--- src/rtl/mem_bus_arbiter.sv ---
// mem_bus_arbiter: shares one external memory port between the icache refill
// path and the dcache refill/writeback path. Each transaction is one address
// handshake, then its data beats, then the port is released. Requesters are
// never interleaved. Read beats pass straight through with no added latency.
module mem_bus_arbiter #(
  parameter int DATA_W     = 64,
  parameter int ADDR_W     = 64,
  parameter int LINE_BEATS = 4
) (
  input  logic                clk,
  input  logic                rst,
  // icache refill side
  input  logic                i_req,
  input  logic [ADDR_W-1:0]   i_addr,
  output logic                i_gnt,
  output logic                i_rvalid,
  output logic                i_rlast,
  // dcache refill / writeback side
  input  logic                d_req,
  input  logic                d_op,
  input  logic                d_single,
  input  logic [ADDR_W-1:0]   d_addr,
  input  logic [DATA_W-1:0]   d_wdata,
  input  logic [DATA_W/8-1:0] d_wstrb,
  output logic                d_gnt,
  output logic                d_wnext,
  output logic                d_rvalid,
  output logic                d_rlast,
  output logic                d_bdone,
  output logic [DATA_W-1:0]   rdata,
  // downstream memory port
  output logic                m_req,
  output logic                m_op,
  output logic [ADDR_W-1:0]   m_addr,
  output logic [7:0]          m_len,
  input  logic                m_ready,
  output logic                m_wvalid,
  output logic [DATA_W-1:0]   m_wdata,
  output logic [DATA_W/8-1:0] m_wstrb,
  output logic                m_wlast,
  input  logic                m_wready,
  input  logic                m_rvalid,
  input  logic [DATA_W-1:0]   m_rdata,
  input  logic                m_rlast,
  input  logic                m_bvalid,
  output logic                proto_err
);

  // Beats-1 for a full cache line, as carried on m_len.
  localparam logic [7:0] LINE_LEN = 8'(LINE_BEATS - 1);

  typedef enum logic [2:0] {
    IDLE    = 3'd0,
    I_ADDR  = 3'd1,
    I_DATA  = 3'd2,
    D_ADDR  = 3'd3,
    D_RDATA = 3'd4,
    D_WDATA = 3'd5,
    D_WRESP = 3'd6
  } state_e;

  state_e     state_q,     state_d;
  logic       last_i_q,    last_i_d;     // 1: icache held the most recent grant
  logic [7:0] beat_cnt_q,  beat_cnt_d;
  logic [7:0] len_q,       len_d;        // beats-1 of the transaction in flight
  logic       op_q,        op_d;         // dcache op latched at arbitration
  logic       proto_err_q, proto_err_d;
  logic       bdone_q,     bdone_d;

  assign proto_err = proto_err_q;
  assign d_bdone   = bdone_q;

  // State and bookkeeping registers; reset lands in IDLE with icache as last grantee.
  always_ff @(posedge clk or negedge rst) begin
    if (!rst) begin
      state_q     <= IDLE;
      last_i_q    <= 1'b1;
      beat_cnt_q  <= 8'd0;
      len_q       <= 8'd0;
      op_q        <= 1'b0;
      proto_err_q <= 1'b0;
      bdone_q     <= 1'b0;
    end else begin
      state_q     <= state_d;
      last_i_q    <= last_i_d;
      beat_cnt_q  <= beat_cnt_d;
      len_q       <= len_d;
      op_q        <= op_d;
      proto_err_q <= proto_err_d;
      bdone_q     <= bdone_d;
    end
  end

  // Next-state, arbitration, beat counting and per-state output steering.
  always_comb begin
    state_d     = state_q;
    last_i_d    = last_i_q;
    beat_cnt_d  = beat_cnt_q;
    len_d       = len_q;
    op_d        = op_q;
    proto_err_d = proto_err_q;
    bdone_d     = 1'b0;

    i_gnt    = 1'b0;
    i_rvalid = 1'b0;
    i_rlast  = 1'b0;
    d_gnt    = 1'b0;
    d_wnext  = 1'b0;
    d_rvalid = 1'b0;
    d_rlast  = 1'b0;
    rdata    = {DATA_W{1'b0}};
    m_req    = 1'b0;
    m_op     = 1'b0;
    m_addr   = {ADDR_W{1'b0}};
    m_len    = 8'd0;
    m_wvalid = 1'b0;
    m_wdata  = {DATA_W{1'b0}};
    m_wstrb  = {(DATA_W/8){1'b0}};
    m_wlast  = 1'b0;

    case (state_q)
      IDLE: begin
        // dcache wins when alone, or on a tie when icache had the last grant.
        if (d_req && (!i_req || last_i_q)) begin
          state_d  = D_ADDR;
          last_i_d = 1'b0;
          len_d    = d_single ? 8'd0 : LINE_LEN;
          op_d     = d_op;
        end else if (i_req) begin
          state_d  = I_ADDR;
          last_i_d = 1'b1;
          len_d    = LINE_LEN;
          op_d     = 1'b0;
        end else begin
          state_d  = IDLE;
        end
      end

      I_ADDR: begin
        m_req  = 1'b1;
        m_op   = 1'b0;
        m_addr = i_addr;
        m_len  = len_q;
        if (m_ready) begin
          i_gnt      = 1'b1;
          beat_cnt_d = 8'd0;
          state_d    = I_DATA;
        end else begin
          state_d    = I_ADDR;
        end
      end

      D_ADDR: begin
        m_req  = 1'b1;
        m_op   = d_op;
        m_addr = d_addr;
        m_len  = len_q;
        if (m_ready) begin
          d_gnt      = 1'b1;
          beat_cnt_d = 8'd0;
          state_d    = op_q ? D_WDATA : D_RDATA;
        end else begin
          state_d    = D_ADDR;
        end
      end

      I_DATA, D_RDATA: begin
        rdata = m_rdata;
        if (state_q == I_DATA) begin
          i_rvalid = m_rvalid;
          i_rlast  = m_rvalid & m_rlast;
        end else begin
          d_rvalid = m_rvalid;
          d_rlast  = m_rvalid & m_rlast;
        end
        if (m_rvalid) begin
          beat_cnt_d = beat_cnt_q + 8'd1;
          if (m_rlast) begin
            state_d = IDLE;
            if (beat_cnt_q != len_q) begin
              proto_err_d = 1'b1;
            end else begin
              proto_err_d = proto_err_q;
            end
          end else if (beat_cnt_q == len_q) begin
            // Final beat arrived without m_rlast.
            proto_err_d = 1'b1;
          end else begin
            proto_err_d = proto_err_q;
          end
        end else begin
          beat_cnt_d = beat_cnt_q;
        end
      end

      D_WDATA: begin
        m_wvalid = 1'b1;
        m_wdata  = d_wdata;
        m_wstrb  = d_wstrb;
        m_wlast  = (beat_cnt_q == len_q);
        if (m_wready) begin
          d_wnext    = 1'b1;
          beat_cnt_d = beat_cnt_q + 8'd1;
          if (beat_cnt_q == len_q) begin
            state_d = D_WRESP;
          end else begin
            state_d = D_WDATA;
          end
        end else begin
          beat_cnt_d = beat_cnt_q;
        end
      end

      D_WRESP: begin
        if (m_bvalid) begin
          bdone_d = 1'b1;
          state_d = IDLE;
        end else begin
          state_d = D_WRESP;
        end
      end

      default: begin
        state_d = IDLE;
      end
    endcase
  end

endmodule

--- config.mk ---
export PLATFORM = sky130hd
export DESIGN_NAME = mem_bus_arbiter
export DESIGN_NICKNAME = d
export VERILOG_FILES = /design/src/rtl/mem_bus_arbiter.sv
export SDC_FILE = /design/constraint.sdc
export NUM_CORES = 1
export LEC_CHECK = 0
export BUFFER_PORTS_ARGS = -buffer_cell sky130_fd_sc_hd__buf_4
export CORE_AREA = 2 2 192 194
export DETAILED_ROUTE_END_ITERATION = 16
export DIE_AREA = 0 0 194 196
export PLACE_DENSITY = 0.3
export REMOVE_ABC_BUFFERS = 1
export SETUP_SLACK_MARGIN = 0.02
export SYNTH_ARGS = -nofsm -noshare
export SYNTH_HDL_FRONTEND = slang
export SYNTH_SLANG_ARGS = --single-unit
--- constraint.sdc ---
create_clock -name clk -period 2.9 [get_ports clk]
set_input_delay 0.29 -clock clk [delete_from_list [all_inputs] [get_ports clk]]
set_output_delay 0.29 -clock clk [all_outputs]
set_load 0.1 [all_outputs]
# Word level (Yosys, flattened, before mapping)
# Cells that the tools add are included.
[totals] regBits=23 inputBits=275 out_inout_bits=221 word_cells=84
[op_classes] addsub=1 eq_ne=13 mux=49 bitwise=1 n_reduce_logical=13
[ops] op="$mux 64" n=2
[ops] op="$pmux 64 s2" n=1
[ops] op="$mux 8" n=7
[ops] op="$mux 1" n=28
[ops] op="$pmux 8 s3" n=1
[ops] op="$pmux 3 s6" n=1
[ops] op="$mux 3" n=5
[ops] op="$eq 3x3->1 const B" n=3
[ops] op="$add 8x1->8 const B" n=1
[ops] op="$eq 8x8->1" n=1
[ops] op="$mux 2" n=4
[ops] op="$ne 8x8->1" n=1
[ops] op="$reduce_and 4->1" n=2
[ops] op="$eq 3x2->1 const B" n=2
[ops] op="$ne 2x2->1 const B" n=3
[ops] op="$ne 2x1->1 const B" n=2
[ops] op="$reduce_bool 2->1" n=2
[ops] op="$reduce_or 2->1" n=2
[ops] op="$eq 3x1->1 const B" n=1
[ops] op="$logic_not 3->1" n=1
[ops] op="$reduce_and 3->1" n=1
[ops] op="$reduce_bool 3->1" n=1
[ops] op="$reduce_and 2->1" n=1
[ops] op="$and 1x1->1" n=1
[ops] op="3 further kinds" n=3

# Depth between registers and ports, before layout
# Gate-level depths: netlist of run 1.
[logic_depth] depth_word=5 ltp_mapped=7

# Worst setup path after synthesis of run 1
# Ideal clock, no wire load.
[synth_path] path_type="reg-to-output" startpoint="register state_q[0]" endpoint="output d_rlast" arrival_ps=3646 required_time_ps=2610 setup_slack_ps=-1036 path_stages_with_launch=4 cell_sequence="dfrtp_1 -> buf_6 -> nor3_1 -> and2_1"
[synth_via] elab_chain_cells=3 elab_cells_between_ends=5
[synth_rtl] item="start: declaration" line_no="62" rtl="state_e state_q, state_d;"
[synth_rtl] item="start signal: assignment" line_no="84" rtl="state_q <= state_d;"
[synth_rtl] item="$eq 3x2->1 or $eq 3x3->1 (tied branches)" line_no="121, 169"
[synth_rtl] item="$mux 1 or $reduce_or 2->1 (tied branches)" line_no="169, 121"
[synth_rtl] item="$mux 1 *" line_no="121" rtl="case (state_q)"
[synth_rtl] item="end: declaration" line_no="28" rtl="output logic d_rlast,"
# Every way passes the cells marked *; elsewhere a longest branch is shown, timed or not.

# Worst setup path after layout of run 1
[layout_path] startpoint="register state_q[2]" endpoint="output rdata[38]"
[layout_via] elab_chain_cells=3 elab_cells_between_ends=4
[layout_rtl] item="$eq 3x2->1 or $eq 3x3->1 (tied branches)" line_no="121"
[layout_rtl] item="$reduce_or 2->1 *" line_no="121"
[layout_rtl] item="$mux 64 *" line_no="121"
[layout_rtl] item="end: declaration" line_no="30" rtl="output logic [DATA_W-1:0] rdata,"
# Marked as above.

==> summary.txt, run 1 <==
Status
  • Status: finished clean

Clock tree
  • H-tree levels: 1
  • # Post-CTS Setup Buffers: 0
  • CTS sink count: 16
  • CTS clk-pin slew, worst paths: 0.05 ns
  • CTS max path bufs: 2
  • TritonCTS clock tree: done
  • Num CTS Buffers: 3
  • Root buf cell: clkbuf_16
  • Clock Latency Late Sink: 0.25 ns

GRT
  • Global-route wire length before repair: 30,100 um
  • Pin count of the biggest net entering global routing: 78
  • Grt total ovfl: 0
  • Initial antenna violation count: 0
  • Vias in the first global route: 4,697
  • Total global-route track usage: 10.3%

Synthesis
  • Register area share after synthesis: 13.4%
  • Yosys top cell area share: 21.7%
  • Prevailing post-synth register cell: dfrtp_1
  • Post-Synthesis Cells: 424
  • Synth area leader: mux2i_1
  • Synth Cell Area: 3000 um2
  • Fraction of registers with async set/reset: 100%
  • Syn_area_per_cell: 7.07 um2
  • Yosys cell types: 45
  • Top cells by area, synth: mux2i_1 22%, and3_1 16%, and2_1 14%
  • Post-synth EDFFs: 0
  • Synth Register Bits: 16
  • Synth warn: 0

Timing
  • Max-slew violation count: 0
  • Final worst-path cycle share: 82.1%
  • Fin Clk Skew: 0.00299 ns
  • Unrepaired setup endpoints after global routing: false
  • Final Hold Fails: 0
  • Least-Margin Pin Slew: 0.611 ns
  • Worst slew margin: 59.3%
  • Fmax: 0.420 GHz
  • Setup violators final: 0
  • Tmin final: 2.38 ns

Power and ir drop
  • LEAKAGE: 4.02 nW
  • Pint: 2.34 mW
  • Reg power frac: 4.5%
  • Clock power frac: 3.1%
  • Pwr dens: 1280 nW/um2
  • Worst vdd ir: 0.000720 V
  • Pwr Total: 9.28 mW
  • Net Sw Power: 6.95 mW
  • Combinational share of power: 92.4%
  • Switching Share: 74.8%

Layout
  • ANT cells: 0
  • Final net count: 1,156
  • Fillers: 4,095
  • Layout cells sized above 1: 58.0%
  • Non-Filler Instances: 1,347
  • Layout area overhead: 141%
  • Commonest non-fill, non-tap cell in the layout: buf_4
  • Most frequent cells in the layout: 488 x buf_4, 76 x and3_1, 70 x nor2_1, 69 x and2_1, 65 x mux2i_1

Drt
  • Via density: 3.46
  • DR vias: 4,661
  • Post-DRT Antenna Nets: 0
  • 1st-pass router iterations: 4
  • Iteration-0 DRC count of the detailed router: 203
  • Routed WL: 21,500 um
  • WL/cell: 16.0 um
  • Post-route DRC: 0

Setup path
  • R2R cell count: 5
  • CP arrival: 2.09 ns
  • Worst Setup Start Kind: flop
  • Worst r2r src: state_q[1]
  • FF-to-FF setup slack: 0.94 ns
  • Endpoint of the worst register-to-register path: state_q[1]
  • CP endpoint kind: output port
  • Crit Path Max Fanout: 64
  • Setup CP Type: flop to output port
  • Data required time of the critical path: 2.61 ns

Floorplan
  • Core ar.: 36,100 um2
  • I/O Pins: 496
  • Die Y: 196 um
  • Initial core utilization: 8.31%
  • Num rows: 70
  • DIE AREA: 38,000 um2
  • Die X: 194 um

Place
  • IO Port Bufs: 489
  • DP Cell Count: 1,342
  • HPWL Detailed: 17,900 um
  • RePlAce Congestion: 0.739

Run
  • Max Cap Viol: 0

Hold path
  • Hold path endpoint: len_q[0]
  • Worst hold start: d_single
  • Hold Path Depth: 2
  • Type of the worst min-delay path: primary input to flop
[worst max-delay path, cell delays in order, from the launching register on]
cell,delay [ns]
dfrtp_1,0.56
nand2b_1,0.30
a21oi_4,0.22
buf_12,0.25
and2_1,0.18
buf_4,0.30
[how the worst max path moves through the flow]
stage	from	endpoint	depth (start not counted)	slack, ns
final	state_q[2]	rdata[38]	5	0.52
after global routing	state_q[2]	rdata[44]	5	0.34
after CTS	state_q[0]	i_gnt	3	0.45
after detailed placement	state_q[0]	i_gnt	3	0.74
after global placement	state_q[0]	i_gnt	3	0.74
after floorplan	state_q[1]	d_rlast	2	-2.41
[state kept, by name, summed over array words and instances, names as in the netlist]
name / count
beat_cnt_q: 8
d_bdone: 1
last_i_q: 1
len_q: 1
op_q: 1
proto_err: 1
state_q: 3
[power groups by stage]
stage | Combinational (mW) | Clock, mW | Sequential, mW
3_3_place_gp | 8.70 | 0 | 0.431
5_1_grt | 8.88 | 0.307 | 0.452
2_1_floorplan | 6.42 | 0 | 0.619
6_report | 8.58 | 0.284 | 0.422
4_1_cts | 8.66 | 0.299 | 0.428
3_5_place_dp | 8.64 | 0 | 0.432
[final cells by class]
class                           instances  area, um2  area share [%]
Timing Repair Buffer                  495       3790            52.5
Multi-Input combinational cell        360       2350            32.5
Tap cell                              468        586            8.10
Sequential cell                        16        407            5.62
Clock buffer                            4       78.8            1.09
Inverter                                4       15.0           0.208
[stage by stage]
step	worst slack, ns	setup TNS [ns]	instance area (um2)	utilization, %	hold slack (ns)
global placement	0.744	0	7140	19.8	0.182
global route	0.344	0	7230	20.0	0.208
floorplan	-2.41	-294.93	2770	-	-0.00559
detailed placement	0.742	0	7140	19.8	0.181
finish	0.520	0	7230	20.0	0.206
CTS	0.446	0	7230	20.0	0.200
[routing by layer]
metal  track usage [%]  part of all wire (%)  up-vias
met5                 0                     0        -
met3              2.36                   6.9        8
li1                  -                     -     2347
met4             0.898                  0.62        0
met1              11.9                    38     2072
met2              19.9                    54      234
[Yosys cell counts (3+ instances only)]
| cell | instances |
|---|---|
| buf_2 | 16 |
| nand2b_1 | 5 |
| nand2_1 | 9 |
| clkbuf_1 | 18 |
| a21oi_1 | 4 |
| inv_1 | 4 |
| and2_1 | 69 |
| clkbuf_2 | 6 |
| nor3_1 | 3 |
| o21ai_0 | 16 |
| nand4_1 | 3 |
| dfrtp_1 | 15 |
| nor2_1 | 70 |
| mux2i_1 | 65 |
| and3_1 | 76 |
| buf_4 | 7 |
[kinds of logic after synthesis]
group                    synth area share, %
AO/OA/AOI/OAI                           8.59
AND/OR/NAND/NOR                         45.8
multiplexers                            22.4
flip-flops                              13.4
buffers and inverters                   8.93
other                                  0.125
adder cells (fa/ha/maj)                0.417
XOR/XNOR                               0.292
[repair_timing]
action / 4_1_cts / 5_1_grt
gates resized for setup: 0 / 0
hold endpoints to repair: 15 / 0
hold buffers: 1 / 0
(Power assumes the default switching activity.)
==> run 2: changes to the inputs <==
ABC_AREA = 1   (was default)
CORE_AREA = 2 2 194 196   (was 2 2 192 194)
DIE_AREA = 0 0 196 198   (was 0 0 194 196)
clock period = 2.3 ns   (was 2.9 ns; I/O delays follow)
==> summary.txt, run 2 <==
Status
  • Status: finished clean

Layout
  • ANT cells: 0 (unchanged)
  • Top Registers: beat_cnt_q x8, state_q x3
  • Commonest non-fill, non-tap cell in the layout: buf_4
  • Max reg flops: 8 (unchanged)
  • Layout area overhead: 135%
  • Final net count: 1,315 (+14%)
  • Register with the most flip-flops: beat_cnt_q
  • Most frequent cells in the layout: 494 x buf_4, 165 x nor2_1, 164 x inv_1, 65 x a22o_1, 64 x nand2_1
  • Layout cells sized above 1: 51.3% (-6.7 points)
  • Fillers: 4,260 (+4.0%)

Synthesis
  • Synth Cell Area: 3150 um2 (+5.0%)
  • Most common cell in the netlist: nor2_1
  • Synth warn: 0 (unchanged)
  • Synth Register Bits: 16 (unchanged)
  • Post-Synthesis Cells: 567 (+34%)
  • Top cells by area, synth: nor2_1 20%, inv_1 20%, a22o_1 18%
  • Post-synth EDFFs: 0 (unchanged)
  • Yosys top cell area share: 19.7% (-2.0 points)
  • Largest family of logic cells by synthesized area: simple AND/OR/NAND/NOR gates
  • Compound-Gate Fraction of Synth Area: 20.0% (+11 points)
  • Synth area leader: nor2_1
  • Synth Area in Simple Gates: 36.3% (-9.5 points)
  • Synthesized-area fraction occupied by adder cells: 0.397% (-0.020 points)
  • Register area share after synthesis: 12.7% (-0.64 points)
  • Syn_area_per_cell: 5.56 um2 (-21%)
  • Fraction of registers with async set/reset: 100% (unchanged)
  • Yosys cell types: 31 (-31%)
  • Prevailing post-synth register cell: dfrtp_1
  • Xor-xnor portion of the synthesized cell area: 0.556% (+0.26 points)
  • Multiplexer area fraction after synthesis: 0% (-22 points)
  • Post-synth top cells: 165 x nor2_1, 164 x inv_1, 65 x a22o_1, 64 x nand2_1, 19 x buf_4

Floorplan
  • Core ar.: 37,000 um2 (+2.4%)
  • Num rows: 71 (+1.4%)
  • Initial core utilization: 8.53% (+0.21 points)
  • Die X: 196 um (+1.0%)
  • Die Y: 198 um (+1.0%)
  • I/O Pins: 496 (unchanged)
  • DIE AREA: 38,800 um2 (+2.1%)

Timing
  • Fin Clk Skew: 0.00234 ns (-0.000644 ns)
  • Max-slew violation count: 0 (unchanged)
  • Setup violators final: 0 (unchanged)
  • Tmin final: 2.19 ns
  • Unrepaired setup endpoints after global routing: false
  • Fmax: 0.456 GHz
  • Final Hold Fails: 0 (unchanged)
  • Final worst-path cycle share: 95.4%
  • Hold Slack: 0.179 ns (-0.0262 ns)

Place
  • IO Port Bufs: 489 (unchanged)
  • HPWL Detailed: 20,300 um (+13%)
  • RePlAce Congestion: 0.804 (+8.8%)

Clock tree
  • H-tree levels: 1 (unchanged)
  • Num CTS Buffers: 3 (unchanged)
  • # Post-CTS Setup Buffers: 0 (unchanged)
  • CTS sink count: 16 (unchanged)
  • CTS max path bufs: 2 (unchanged)
  • CTS clk-pin slew, worst paths: 0.05 ns (about the same)
  • Clock Latency Late Sink: 0.25 ns (about the same)
  • TritonCTS clock tree: done
  • Root buf cell: clkbuf_16

Drt
  • DR vias: 5,013 (+7.6%)
  • WL/cell: 15.4 um (-3.5%)
  • Post-route DRC: 0 (unchanged)
  • Iteration-0 DRC count of the detailed router: 172 (-15%)
  • Routed WL: 23,300 um (+8.4%)
  • Post-DRT Antenna Nets: 0 (unchanged)
  • Via density: 3.32 (-4.2%)
  • 1st-pass router iterations: 4 (unchanged)

Setup path
  • CP peak stage delay: 0.48 ns (-0.08 ns)
  • CP arrival: 1.96 ns (-0.13 ns)
  • Crit Path Max Fanout: 66 (+3.1%)
  • CP endpoint kind: output port
  • Slowest-stage cell, CP: dfrtp_2
  • Cells along the critical path: nand2_1 -> nor2_4 -> buf_12 -> a22o_1 -> buf_4
  • Setup CP Type: flop to output port
  • Worst Setup Start Kind: flop
  • Data required time of the critical path: 2.07 ns (-0.54 ns)

Hold path
  • Type of the worst min-delay path: primary input to flop

Run
  • Max Cap Viol: 0 (unchanged)

GRT
  • Global-route wire length before repair: 31,000 um (+2.9%)
  • Grt total ovfl: 0 (unchanged)
  • Pin count of the biggest net entering global routing: 67 (-14%)
  • Total global-route track usage: 10.6% (+0.32 points)
  • Vias in the first global route: 4,531 (-3.5%)
  • Initial antenna violation count: 0 (unchanged)
==> run 2: changes by cell type after synthesis, sizes merged, moves of 5 or more <==
cell	delta
nand3	+14
and3	-76
a22o	+65
nand2b	-5
nor2	+99
mux2i	-65
and2	-69
buf	+14
o21ai	-11
inv	+165
nand2	+64
clkbuf	-24
==> run 2: final cells by class <==
type	count	area (um2)	share of cell area, %
Timing Repair Buffer	501	3840	51.9
Inverter	169	637	8.61
Multi-Input combinational cell	348	1840	24.8
Clock buffer	4	88.8	1.20
Sequential cell	16	404	5.46
Tap cell	474	593	8.02
==> run 2: worst paths after layout <==
| kind | start | to | cells after the start | slack (ns) |
|---|---|---|---|---|
| worst min-delay path | d_single | len_q[0] | 2 | 0.18 |
| max in group asynchronous | rst | last_i_q | 2 | 1.66 |
| worst max register to register | state_q[1] | state_q[0] | 8 | 0.70 |
| worst min register to register | proto_err | proto_err | 2 | 0.47 |
| worst max-delay path | state_q[1] | m_addr[61] | 5 | 0.11 |
| min in group asynchronous | rst | op_q | 2 | 0.38 |
==> run 2: critical path, delay by kind of cell (launching register included) <==
family / cells / cell delay, ns
buf+inv: 2 / 0.59
simple gates: 2 / 0.24
compound gates: 1 / 0.31
flops: 1 / 0.48
==> run 2: repair_timing <==
action                     4_1_cts  5_1_grt
setup endpoints to repair        0       29
hold endpoints to repair        15        0
hold buffers                     1        0
gates resized for setup          0        2
==> run 2: routing by layer <==
layer / GRT usage (%) / routed length [um]
met1: 12.9 / 9250
met2: 20.2 / 12500
met3: 1.79 / 1410
met4: 1.01 / 131
met5: 0 / 0
==> run 2: logic make-up after synthesis <==
group | count (synthesis)
simple gates | 263
compound gates | 76
xor+xnor | 2
flops | 16
buf+inv | 208
other cells | 1
fa+ha+maj | 1
==> run 2: through the flow <==
stage | setup slack, ns | setup TNS [ns] | cell area, um2 | std cells | util (%)
floorplan | -1.56 | -147.24 | 2860 | 533 | -
global placement | 0.300 | 0 | 7300 | 1507 | 19.7
detailed placement | 0.292 | 0 | 7300 | 1507 | 19.7
CTS | 0.0207 | 0 | 7390 | 1512 | 20.0
global route | 0.0342 | 0 | 7400 | 1512 | 20.0
finish | 0.106 | 0 | 7400 | 1512 | 20.0
Power of run 2 is left out: the tool's default activity adds up to more than one toggle a clock period on the data nets, which glitch-free logic cannot reach.
